`src/rtl/fp_det_pkg.sv`:
```
// Shared constants for the determinant job scheduler: opcodes, enqueue return codes, dispatch states.
// Latency: n/a (package only).
// Backpressure: n/a (package only).
package fp_det_pkg;

    // Custom-instruction opcodes carried in datab[31:30]
    localparam logic [1:0] OP_STATUS   = 2'b00;
    localparam logic [1:0] OP_ENQUEUE  = 2'b01;
    localparam logic [1:0] OP_FLUSH    = 2'b10;
    localparam logic [1:0] OP_RESERVED = 2'b11;

    // Enqueue return codes
    localparam logic [31:0] ENQ_OK      = 32'd0;
    localparam logic [31:0] ENQ_FULL    = 32'd1;
    localparam logic [31:0] ENQ_BAD_DIM = 32'd2;

    localparam logic [31:0] RESERVED_RESULT = 32'hFFFF_FFFF;

    // Dispatch FSM encoding
    typedef enum logic [1:0] {
        ST_IDLE  = 2'd0,
        ST_ISSUE = 2'd1,
        ST_RUN   = 2'd2
    } disp_state_t;

    // One pending job as stored in the job FIFO
    typedef struct packed {
        logic [23:0] base;
        logic [7:0]  dim;
    } job_t;

endpackage

```
`src/rtl/det_sync_fifo.sv`:
```
// Single-clock FIFO with occupancy count and synchronous clear; head is visible combinationally.
// Latency: a push is visible at the head the cycle after it is written.
// Backpressure: push ignored when full, pop ignored when empty; push+pop in one cycle keeps count.
//
// Ports: clk, reset (sync, active-high), clear (drop all entries), push/push_data,
//        pop, head (oldest entry), count ($clog2(DEPTH)+1 bits), full, empty.
module det_sync_fifo #(
    parameter int WIDTH = 32,
    parameter int DEPTH = 4
) (
    input  logic                       clk,
    input  logic                       reset,
    input  logic                       clear,
    input  logic                       push,
    input  logic [WIDTH-1:0]           push_data,
    input  logic                       pop,
    output logic [WIDTH-1:0]           head,
    output logic [$clog2(DEPTH):0]     count,
    output logic                       full,
    output logic                       empty
);
    localparam int PW = $clog2(DEPTH);
    localparam int CW = $clog2(DEPTH) + 1;

    logic [WIDTH-1:0] mem [DEPTH];
    logic [PW-1:0]    wr_ptr;
    logic [PW-1:0]    rd_ptr;
    logic             do_push;
    logic             do_pop;

    assign full    = (count == CW'(DEPTH));
    assign empty   = (count == '0);
    assign do_push = push && !full;
    assign do_pop  = pop && !empty;
    assign head    = mem[rd_ptr];

    always_ff @(posedge clk) begin
        if (do_push) begin
            mem[wr_ptr] <= push_data;
        end
    end

    // Clear wins over push/pop. A pop in the clear cycle has already
    // delivered its head to the consumer, so dropping it here is correct.
    always_ff @(posedge clk) begin
        if (reset || clear) begin
            wr_ptr <= '0;
            rd_ptr <= '0;
            count  <= '0;
        end else begin
            if (do_push) begin
                wr_ptr <= wr_ptr + PW'(1);
            end
            if (do_pop) begin
                rd_ptr <= rd_ptr + PW'(1);
            end
            count <= count + CW'(do_push) - CW'(do_pop);
        end
    end

endmodule

```
`src/rtl/fp_det_scheduler.sv`:
```
// Queues determinant jobs from a custom instruction, dispatches them one at a time to the engine, buffers results.
// Latency: done 1 cycle after start; eng_start 2 cycles after an enqueue into an idle scheduler; readdata 1 cycle after read.
// Backpressure: enqueue refused (code 1) when the job FIFO is full; dispatch held while no result slot is free.
//
// Ports: clk/reset; clk_en, start, dataa, datab -> done, result (custom instruction);
//        eng_start, eng_base, eng_dim <- eng_done, eng_result (engine handshake);
//        result_read -> result_readdata (Avalon pop); irq (result FIFO non-empty).
module fp_det_scheduler
    import fp_det_pkg::*;
#(
    parameter int          JOB_DEPTH         = 4,
    parameter logic [7:0]  DEFAULT_DIMENSION = 8'd16,
    parameter logic [7:0]  MAX_DIMENSION     = 8'd32
) (
    input  logic        clk,
    input  logic        reset,
    input  logic        clk_en,
    input  logic        start,
    input  logic [31:0] dataa,
    input  logic [31:0] datab,
    output logic        done,
    output logic [31:0] result,
    output logic        eng_start,
    output logic [23:0] eng_base,
    output logic [7:0]  eng_dim,
    input  logic        eng_done,
    input  logic [31:0] eng_result,
    input  logic        result_read,
    output logic [31:0] result_readdata,
    output logic        irq
);
    localparam int CW = $clog2(JOB_DEPTH) + 1;

    disp_state_t   state;
    logic          ci_fire;
    logic [1:0]    opcode;
    logic [7:0]    enq_dim;
    logic          dim_ok;
    logic          busy;
    logic [31:0]   ci_result;

    logic          job_push;
    logic          job_clear;
    logic          issue_pop;
    job_t          job_in;
    logic [31:0]   job_head_dat;
    job_t          job_head;
    logic [CW-1:0] job_count;
    logic          job_full;
    logic          job_empty;

    logic          res_push;
    logic          res_pop;
    logic [31:0]   res_head;
    logic [CW-1:0] res_count;
    logic          res_full;
    logic          res_empty;

    logic          unused_bits;
    assign unused_bits = ^{dataa[31:24], datab[29:8]};

    assign ci_fire  = start && clk_en;
    assign opcode   = datab[31:30];
    assign enq_dim  = (datab[7:0] == 8'd0) ? DEFAULT_DIMENSION : datab[7:0];
    assign dim_ok   = (enq_dim >= 8'd2) && (enq_dim <= MAX_DIMENSION);
    assign busy     = (state != ST_IDLE);

    assign job_in    = '{base: dataa[23:0], dim: enq_dim};
    assign job_head  = job_t'(job_head_dat);
    assign job_push  = ci_fire && (opcode == OP_ENQUEUE) && !job_full && dim_ok;
    assign job_clear = ci_fire && (opcode == OP_FLUSH);
    // A flush can land in the same cycle IDLE->ISSUE was decided, so ISSUE
    // may find the queue already empty; only pop when there is a job.
    assign issue_pop = (state == ST_ISSUE) && !job_empty;

    // eng_done only counts while a job is actually running.
    assign res_push = (state == ST_RUN) && eng_done;
    assign res_pop  = result_read && !res_empty;

    det_sync_fifo #(.WIDTH(32), .DEPTH(JOB_DEPTH)) u_job_fifo (
        .clk       (clk),
        .reset     (reset),
        .clear     (job_clear),
        .push      (job_push),
        .push_data (job_in),
        .pop       (issue_pop),
        .head      (job_head_dat),
        .count     (job_count),
        .full      (job_full),
        .empty     (job_empty)
    );

    det_sync_fifo #(.WIDTH(32), .DEPTH(JOB_DEPTH)) u_res_fifo (
        .clk       (clk),
        .reset     (reset),
        .clear     (1'b0),
        .push      (res_push),
        .push_data (eng_result),
        .pop       (res_pop),
        .head      (res_head),
        .count     (res_count),
        .full      (res_full),
        .empty     (res_empty)
    );

    // Custom-instruction response, registered below into result.
    always_comb begin
        ci_result = '0;
        case (opcode)
            OP_STATUS: begin
                ci_result = {16'd0, busy, 3'd0, 4'(job_count), 4'd0, 4'(res_count)};
            end
            OP_ENQUEUE: begin
                if (job_full) begin
                    ci_result = ENQ_FULL;
                end else if (!dim_ok) begin
                    ci_result = ENQ_BAD_DIM;
                end else begin
                    ci_result = ENQ_OK;
                end
            end
            OP_FLUSH: begin
                // A job popped by ISSUE this cycle still launches, so it is not counted as discarded.
                ci_result = 32'(job_count - CW'(issue_pop));
            end
            OP_RESERVED: begin
                ci_result = RESERVED_RESULT;
            end
            default: begin
                ci_result = RESERVED_RESULT;
            end
        endcase
    end

    always_ff @(posedge clk) begin
        if (reset) begin
            done   <= 1'b0;
            result <= '0;
        end else begin
            done   <= ci_fire;
            result <= ci_fire ? ci_result : '0;
        end
    end

    // Dispatch FSM. Leaving IDLE only while the result FIFO has a free slot
    // reserves that slot for the job: the result count cannot grow again
    // until this job's own eng_done, so that push always fits.
    always_ff @(posedge clk) begin
        if (reset) begin
            state     <= ST_IDLE;
            eng_start <= 1'b0;
            eng_base  <= '0;
            eng_dim   <= '0;
        end else begin
            eng_start <= 1'b0;
            case (state)
                ST_IDLE: begin
                    if (!job_empty && !res_full) begin
                        state <= ST_ISSUE;
                    end
                end
                ST_ISSUE: begin
                    if (issue_pop) begin
                        eng_base  <= job_head.base;
                        eng_dim   <= job_head.dim;
                        eng_start <= 1'b1;
                        state     <= ST_RUN;
                    end else begin
                        state <= ST_IDLE;
                    end
                end
                ST_RUN: begin
                    if (eng_done) begin
                        state <= ST_IDLE;
                    end
                end
                default: begin
                    state <= ST_IDLE;
                end
            endcase
        end
    end

    always_ff @(posedge clk) begin
        if (reset) begin
            result_readdata <= '0;
            irq             <= 1'b0;
        end else begin
            irq <= (res_count != '0);
            if (result_read) begin
                result_readdata <= res_empty ? '0 : res_head;
            end
        end
    end

endmodule

```
`config.mk`:
```
export PLATFORM = sky130hd
export DESIGN_NAME = fp_det_scheduler
export DESIGN_NICKNAME = d
export VERILOG_FILES = /design/src/rtl/fp_det_pkg.sv /design/src/rtl/det_sync_fifo.sv /design/src/rtl/fp_det_scheduler.sv
export SDC_FILE = /design/constraint.sdc
export NUM_CORES = 1
export LEC_CHECK = 0
export CAP_MARGIN = 40
export CORE_ASPECT_RATIO = 2
export CORE_UTILIZATION = 35
export DETAILED_ROUTE_END_ITERATION = 8
export SLEW_MARGIN = 20
export SYNTH_ARGS = -nofsm -noshare
export SYNTH_HDL_FRONTEND = slang
export SYNTH_SLANG_ARGS = --single-unit
```
`constraint.sdc`:
```
create_clock -name clk -period 2.5 [get_ports clk]
set_clock_uncertainty 0.15 [all_clocks]
set_input_delay 0.5 -clock clk [delete_from_list [all_inputs] [get_ports clk]]
set_output_delay 0.5 -clock clk [all_outputs]
set_load 0.02 [all_outputs]
```
==> run summary <==
The flow ran to the end, but the final reports show violations. The checks that failed: design-rule violations. Global routing used 15.0% of the available tracks across all layers. The tools report the final antenna diode count as 0.

The worst slew margin relative to its limit was 60.8%. The sink count of the clock tree is 349, and the worst-skew pair later-pin latency is 0.56 ns. The first-pass iteration count of the detailed router was 6; the worst IR drop on VDD was 0.564 mV.

In the final timing run, aggregate negative setup slack is 0 ns. Clock-pin slew was measured on the worst setup and hold paths at 0.06 ns. The maximum single-stage delay on the critical path is 0.65 ns, and the synthesis-stage register bit count is 349.

Dividing the synthesized area by the synthesized cell count gives 16.5 um2. The layout net count is 1,091, and the post-detailed-placement cell area is 0.0155 mm2. The worst path uses 96.1% of the clock period. In this run, CTS created clock tree buffers numbering 31. The deepest level of the CTS H-tree was 1; the number of antenna violations at the first check in global routing was 0.

For the number of standard cells in the final layout excluding fillers, the log shows 1,454. The instance count after placement with tap cells included was 1,397. The logs give 47 for the number of different library cells in the post-synthesis netlist and 7,544 for the number of global-route vias before repair.

The run gives 0 as the total number of yosys warnings. The run gives 0 as the post-route antenna net violation count. The mapped netlist covers 0.0131 mm2. In this run the deepest clock path goes through 3 buffers. The tools report the startpoint type of the worst setup path as a register. In this run, synthesis inferred 256 flip-flops with an integrated enable.

In this run the tool buffered the top-level ports with 170 buffer cells. The layout overhead on the synthesized area came out at 26.0%. After synthesis, flip-flops and latches occupy 72.7% of the total area. Across all setup checks in the final design, the least slack found is 0.0980 ns. Once layout is complete, the utilization of the core stands at 44.6%. Traced cell by cell, the critical path runs through buf_4 > clkdlybuf4s50_1. Number of setup violations in the final report: 0. After detailed routing, the average wire length per cell comes to 19.4 um. The count of final max-slew check failures is 0. After detailed routing, the number of remaining DRC violations is 7. For the final hold violation count, the log shows 0. The class of the most critical hold timing path was in -> reg. 201 I/O pins were placed. For this configuration, the core starts out at a cell density of 35.4%.

Along the worst path, the maximum fanout reaches 25. The total area inside the core boundary comes to 0.0372 mm2. edfxtp_1 takes more of the synthesized area than any other cell.

The tools report the overall power as 13.1 mW. The maximum clock rate was 0.416 GHz; the combined buffer and inverter count along the critical path was 2. TritonCTS built the clock tree. In the post-synthesis netlist, the biggest area contributors are edfxtp_1 (58%), dfxtp_1 (14%), mux4_2 (11%), a21oi_1 (2.6%), nand2_1 (2.1%). Counting every net in the synthesized netlist gives 918. In this design, the largest share of critical-path delay is due to buffers and inverters. The post-CTS resize count was 0.

For the total wirelength of the detailed-routed design, the log shows 28,200 um. Buffer type at the clock tree root: clkbuf_16. The proportion of netlist area held by the largest area contributor was 58.5%; the worst setup timing slack at the placement stage was -0.404 ns. The most instantiated flip-flop cell in the synthesis netlist was edfxtp_1. The tools report the count of vias placed by the detailed router as 7,014. In this run the power density over the cells is 790 mW/mm2. STA classifies the critical path endpoint as a primary output. Data on the critical path is required at its endpoint by 1.85 ns.

Once detailed placement completed, the half-perimeter wirelength came to 18,300 um. Post-synthesis async set-or-reset flop share: 0%. The logs give 61 for the largest net degree at the start of global routing and 43,500 um for the wire length of the first global-routing pass. Placement row count: 100. After synthesis, the most frequently instantiated cells are edfxtp_1 (256), dfxtp_1 (93), nand2_1 (72).

The cell count after synthesis came out at 798. The number of hold buffers added after CTS was 0. Dividing the detail-routed via count by the number of cells gives 4.82. Setup repair after global routing left no endpoint under its margin.

The transition at the pin with the smallest max-transition slack is 0.583 ns, and the max-cap check violation count is 0. The final non-filler cell area is 0.0166 mm2. The most common cell in the synthesized netlist was edfxtp_1.

The final weighted congestion in routability-driven placement is 0.769, and the worst hold margin is 0.162 ns. The logs give 269 for the number of violations reported at the end of detailed-routing iteration 0 and 1.75 ns for the signal arrival time at the worst endpoint. The slowest stage of the critical path belongs to the cell clkdlybuf4s50_1.

The type of the worst setup path is reg -> out. The floorplan die height was 276 um; the clock period minus final worst setup slack was 2.40 ns. From left edge to right edge, the die measures 139 um. After global routing the overflow that remains totals 0. The area of the die was 0.0384 mm2; the number of buffers inserted to repair setup after CTS was 0. The layout cell share with drive strength beyond 1 is 17.8%, and the total leakage power is 5.43 nW.
==> cell families (layout without fill, tap and decap cells) <==
kind of cell	after synthesis	after routing	synth area share, %
fa+ha+maj	18	18	1.83
buf+inv	88	285	3.49
compound gates	83	83	3.44
xor+xnor	7	7	0.467
mux	68	68	11.3
simple gates	185	185	6.82
flops	349	349	72.7
==> sequential cells by signal (all words and copies together) (netlist names), named ones only <==
name and flops:
u_job_fifo.mem 128, u_res_fifo.mem 128, result_readdata 32, eng_base 24
eng_dim 8, result 8, u_job_fifo.count 3, u_res_fifo.count 3
state 2, u_job_fifo.rd_ptr 2, u_job_fifo.wr_ptr 2, u_res_fifo.rd_ptr 2
u_res_fifo.wr_ptr 2, done 1, eng_start 1, irq 1
==> layout make-up <==
class | count | area [um2]
Clock buffer | 34 | 797
Fill cell | 3276 | 20600
Timing Repair Buffer | 212 | 2180
Sequential cell | 349 | 9550
Tap cell | 459 | 574
Clock inverter | 23 | 245
Multi-Input combinational cell | 361 | 3150
Inverter | 16 | 60.1
==> where the power goes <==
| part | internal (mW) | switching [mW] |
|---|---|---|
| clock | 2.81 | 2.09 |
| sequential | 6.36 | 0.115 |
| combinational | 0.880 | 0.827 |
| total | 10.1 | 3.03 |
==> placed cells by master (no fill, tap or decap), types with 30 or more instances in the layout <==
| cell | synthesis | layout |
|---|---|---|
| mux4_2 | 64 | 64 |
| nor2_1 | 47 | 47 |
| a21oi_1 | 68 | 68 |
| buf_4 | 29 | 30 |
| edfxtp_1 | 256 | 256 |
| clkbuf_16 | 0 | 31 |
| nand2_1 | 72 | 72 |
| clkdlybuf4s50_1 | 0 | 169 |
| dfxtp_1 | 93 | 89 |
| nor2b_1 | 33 | 33 |
==> worst paths after layout <==
path / start / endpoint / slack (ns) / depth (start not counted)
max: result[30] / result[30] / 0.1 / 2
max reg2reg: u_job_fifo.count[1] / u_job_fifo.count[2] / 0.19 / 9
min: reset / u_res_fifo.wr_ptr[0] / 0.16 / 2
min reg2reg: eng_base[14] / eng_base[14] / 0.31 / 2
==> metal layers <==
layer | wire length [um] | global-route usage [%] | share of wire, % | vias to the layer above
met4 | 738 | 5.16 | 2.6 | 0
met5 | 0 | 0 | 0 | -
li1 | - | - | - | 3286
met1 | 10100 | 15.1 | 36 | 3550
met3 | 945 | 1.89 | 3.3 | 45
met2 | 16400 | 30.6 | 58 | 133
Power figures use the tool's default switching activity.
==> RTL change 1: new RTL, same settings <==
Remove the register `result`: a continuous assignment takes its place, so the output `result` follows one clock earlier. Comments in the files are not updated.
--- a/src/rtl/fp_det_scheduler.sv
+++ b/src/rtl/fp_det_scheduler.sv
@@ -135,12 +135,12 @@
     always_ff @(posedge clk) begin
         if (reset) begin
             done   <= 1'b0;
-            result <= '0;
         end else begin
             done   <= ci_fire;
-            result <= ci_fire ? ci_result : '0;
         end
     end
+
+    assign result = ci_fire ? ci_result : '0;
 
     // Dispatch FSM. Leaving IDLE only while the result FIFO has a free slot
     // reserves that slot for the job: the result count cannot grow again
Behaviour: not the same (a bounded check fails within 4 cycles, from zero or initial values and one cycle with reset high).
==> RTL change 1 against the unedited design <==
The run ends with design-rule violations, negative setup slack left. Die area shrank 0.49%. Area after synthesis down 0.50%. Sequential share of layout area down 1.7 points. Sequential cell count shrank 8. First-iteration DRC count decreased by 9.7%. Combinational power grew 5%. Total power is 3.1% lower. Final area up 1.4%. Critical path depth is 9 higher. Global-route usage increased by 0.15 points. Worst setup slack worse by 0.67 ns. Routed wire length decreased by 0.47%. Clock power decreased by 7.3%. Critical endpoint is now result[25].
==> RTL change 1: results (changes against the unedited design) <==
largest net degree at the start of global routing 35 (-43%); DRC violations left 5 (-2); failing checks design-rule violations, negative setup slack; detailed-route via count 7,033 (+0.27%); Hold Path End u_res_fifo.wr_ptr[1]; count of unique library cells instantiated by Yosys 46 (-2.1%); bufs w/o clock 235 (+11%); Gate Count Post-Synth 791 (-0.88%); initial antenna violation count 1 (+1); clock power share 35.8% (-1.6 points); sequential cell area share 56.0% (-1.7 points); vias in the first global route 7,699 (+2.1%); Layout fillers 3,210 (-2.0%); drt total wl 28,100 microns (-0.47%); Sw Ratio 23.8% (+0.67 points); Worst Max-Slew Pin Slew 0.535 ns (-0.0485 ns); multi-input combinational cell count 368 (+1.9%); status finished, violations left; Fin Setup TNS -15.56 ns (-15.56 ns); TritonCTS buffer count 30 (-3.2%); crit path DAT 2.42 ns (+0.67 ns); flip-flop and latch count 341 (-2.3%); Total GRT Usage 15.1% (+0.15 points); first-pass GRT wire length 43,600 microns (+0.27%); area of the multi-input gates 0.00335 sq mm (+6.3%); RR Startpoint u_res_fifo.count[1]; fin worst setup slack -0.569 ns (-0.667 ns); clock-cell share of area 5.85% (-0.45 points); fin cells 1,467 (+0.89%); R2R depth 10 (+1); DP HPWL 18,300 microns (+0.15%); Setup-failing EPs final 32 (+32); crit path to result[25]; combinational logic power 0.00179 W (+5%); Comb pwr share 14.1% (+1.1 points); synth top area cells edfxtp_1 59%, dfxtp_1 13%, mux4_2 11%; syn_nets 911 (-0.76%); gpl congestion 0.736 (-4.3%); Starting DRT DRC Count 243 (-9.7%)
[RTL change 1: changes by cell type after synthesis, sizes merged, moves of 3 or more]
| cell | change |
|---|---|
| buf | +11 |
| nor2 | +4 |
| a21boi | +3 |
| dfxtp | -8 |
| clkbuf | -12 |
| nand2 | -3 |
| a21o | -3 |
[RTL change 1: worst max-delay path, cell delays in order (launching register included)]
cell	delay (ns)
dfxtp_2	0.32
or3_4	0.41
nand3b_4	0.10
inv_4	0.04
ha_4	0.15
nand2b_4	0.14
a21oi_4	0.15
buf_6	0.14
buf_12	0.10
nor3b_4	0.05
buf_4	0.14
buf_6	0.12
[RTL change 1: layer usage]
metal / part of all wire (%) / global-route usage (%) / vias to the layer above
met5: 0.043 / 0 / -
met4: 2.5 / 5.56 / 2
met3: 3.6 / 2.27 / 36
met2: 58 / 31.2 / 123
met1: 35 / 14.9 / 3559
li1: - / - / 3313
[RTL change 1: cells by family (layout without fill, tap and decap cells)]
group | Yosys count | in the layout | synth area share, %
AO/OA/AOI/OAI | 82 | 82 | 3.29
XOR/XNOR | 9 | 9 | 0.603
adder cells (fa/ha/maj) | 18 | 18 | 1.84
buffers and inverters | 84 | 304 | 3.99
flip-flops | 341 | 341 | 71.8
multiplexers | 67 | 67 | 11.3
AND/OR/NAND/NOR | 190 | 192 | 7.16
[RTL change 1: what timing repair did]
item | CTS | global route
gates cloned | 2 | 0
resized for setup | 197 | 6
endpoints found under the setup margin | 32 | 32
hold endpoints to repair | 0 | 0
setup buffers | 7 | 7
pin swaps | 8 | 4
[RTL change 1: stage by stage]
step	hold slack, ns	instance area, sq um	setup slack [ns]
after floorplan	0.332	13200	-0.262
after global placement	0.296	15600	-0.706
after detailed placement	0.298	15600	-0.684
after CTS	0.203	16700	-0.583
after global routing	0.241	16800	-0.649
final	0.221	16800	-0.569
==> RTL change 2: new RTL, same settings <==
Made on the original files. The parameter `JOB_DEPTH` goes from 4 to 2.
--- a/src/rtl/fp_det_scheduler.sv
+++ b/src/rtl/fp_det_scheduler.sv
@@ -8,7 +8,7 @@
 module fp_det_scheduler
     import fp_det_pkg::*;
 #(
-    parameter int          JOB_DEPTH         = 4,
+    parameter int          JOB_DEPTH         = 2,
     parameter logic [7:0]  DEFAULT_DIMENSION = 8'd16,
     parameter logic [7:0]  MAX_DIMENSION     = 8'd32
 ) (
Formal check against the unedited RTL: not equivalent (a bounded check fails within 4 cycles, from zero or initial values and one cycle with reset high).
==> RTL change 2 against the unedited design <==
Final cell count down 30%. Total power decreased by 45%. Die area down 40%. Final area is 37% lower. Maximum frequency grew 2.6%. Routed wire length shrank 42%. Sequential share of layout area shrank 4.3 points. Sequential cell count decreased by 137. Critical path depth is the same. Area after synthesis down 41%. Hold slack better by 0.10 ns. Worst setup slack better by 0.062 ns.
==> RTL change 2: results (changes against the unedited design) <==
Starting DRT DRC Count 140 (-48%); adder-cell share of the synthesized area 0.963% (-0.87 points); synth top area cells edfxtp_1 49%, dfxtp_1 22%, mux2i_1 8.3%; DP Cell Count 984 (-30%); Cell Area, Placed 0.00976 sq mm (-37%); bufs w/o clock 195 (-8.0%); Post-synth EDFFs 128 (-50%); post-synthesis mux area share 8.54% (-2.8 points); slew margin rel. 53.5% (-7.3 points); first-pass GRT wire length 25,300 microns (-42%); DP HPWL 11,200 microns (-39%); non-clk buf share 18.8% (+5.6 points); status completed; share of layout cells above drive strength 1 9.01% (-8.8 points); die area 0.0229 sq mm (-40%); Total GRT Usage 14.4% (-0.58 points); Peak VDD IR 577 uV (+2.2%); Nets 840 (-23%); commonest cells in the synthesized netlist 128 x edfxtp_1, 111 x nor2_1, 84 x dfxtp_1, 65 x mux2i_1, 39 x a21oi_1; sequential area share after synthesis 70.9% (-1.8 points); count of unique library cells instantiated by Yosys 33 (-30%); Via density 4.71 (-2.5%); pre-CTS WS -0.227 ns (+0.177 ns); Synth Area in Compound Gates 6.28% (+2.8 points); sequential cell area share 53.4% (-4.3 points); Pre-Repair DR Iteration Count 4 (-2); multi-input combinational cell count 292 (-19%); crit path DAT 1.69 ns (-0.06 ns); syn_nets 687 (-25%); inverters 12 (-4); TritonCTS buffer count 19 (-39%); Layout clock buffers 25 (-26%); met3 wire length 948 microns (+0.32%); vias in the first global route 5,021 (-33%); XOR/XNOR share of the synthesized area 0.674% (+0.21 points); met2 track demand over resource 28.8% (-1.7 points); met1 usage 13.5% (-1.6 points); metal2 WL 9230 microns (-44%); Layout fillers 1,975 (-40%); area of the multi-input gates 0.00190 sq mm (-40%)
[RTL change 2: changes by cell type in the layout (fill, tap and decap cells not counted), moves of 29 or more]
| cell | before | now |
|---|---|---|
| edfxtp_1 | 256 | 128 |
| nand2_1 | 72 | 5 |
| mux4_2 | 64 | 0 |
| nor2_1 | 47 | 111 |
| mux2i_1 | 2 | 65 |
| a211oi_1 | 1 | 32 |
| nor2b_1 | 33 | 3 |
| a21oi_1 | 68 | 39 |
[RTL change 2: power breakdown]
group	internal, W	switching [W]	total, W
sequential	0.00375	0.0000528	0.00380
combinational	0.000307	0.000289	0.000596
clock	0.00159	0.00119	0.00278
[RTL change 2: worst paths after layout]
kind	depth (start not counted)	start	slack, ns	end
max	2	result[30]	0.16	result[19]
min	3	reset	0.26	u_job_fifo.count[0]
max reg2reg	5	u_job_fifo.count[1]	0.62	eng_base[14]
min reg2reg	2	result_readdata[26]	0.34	result_readdata[26]
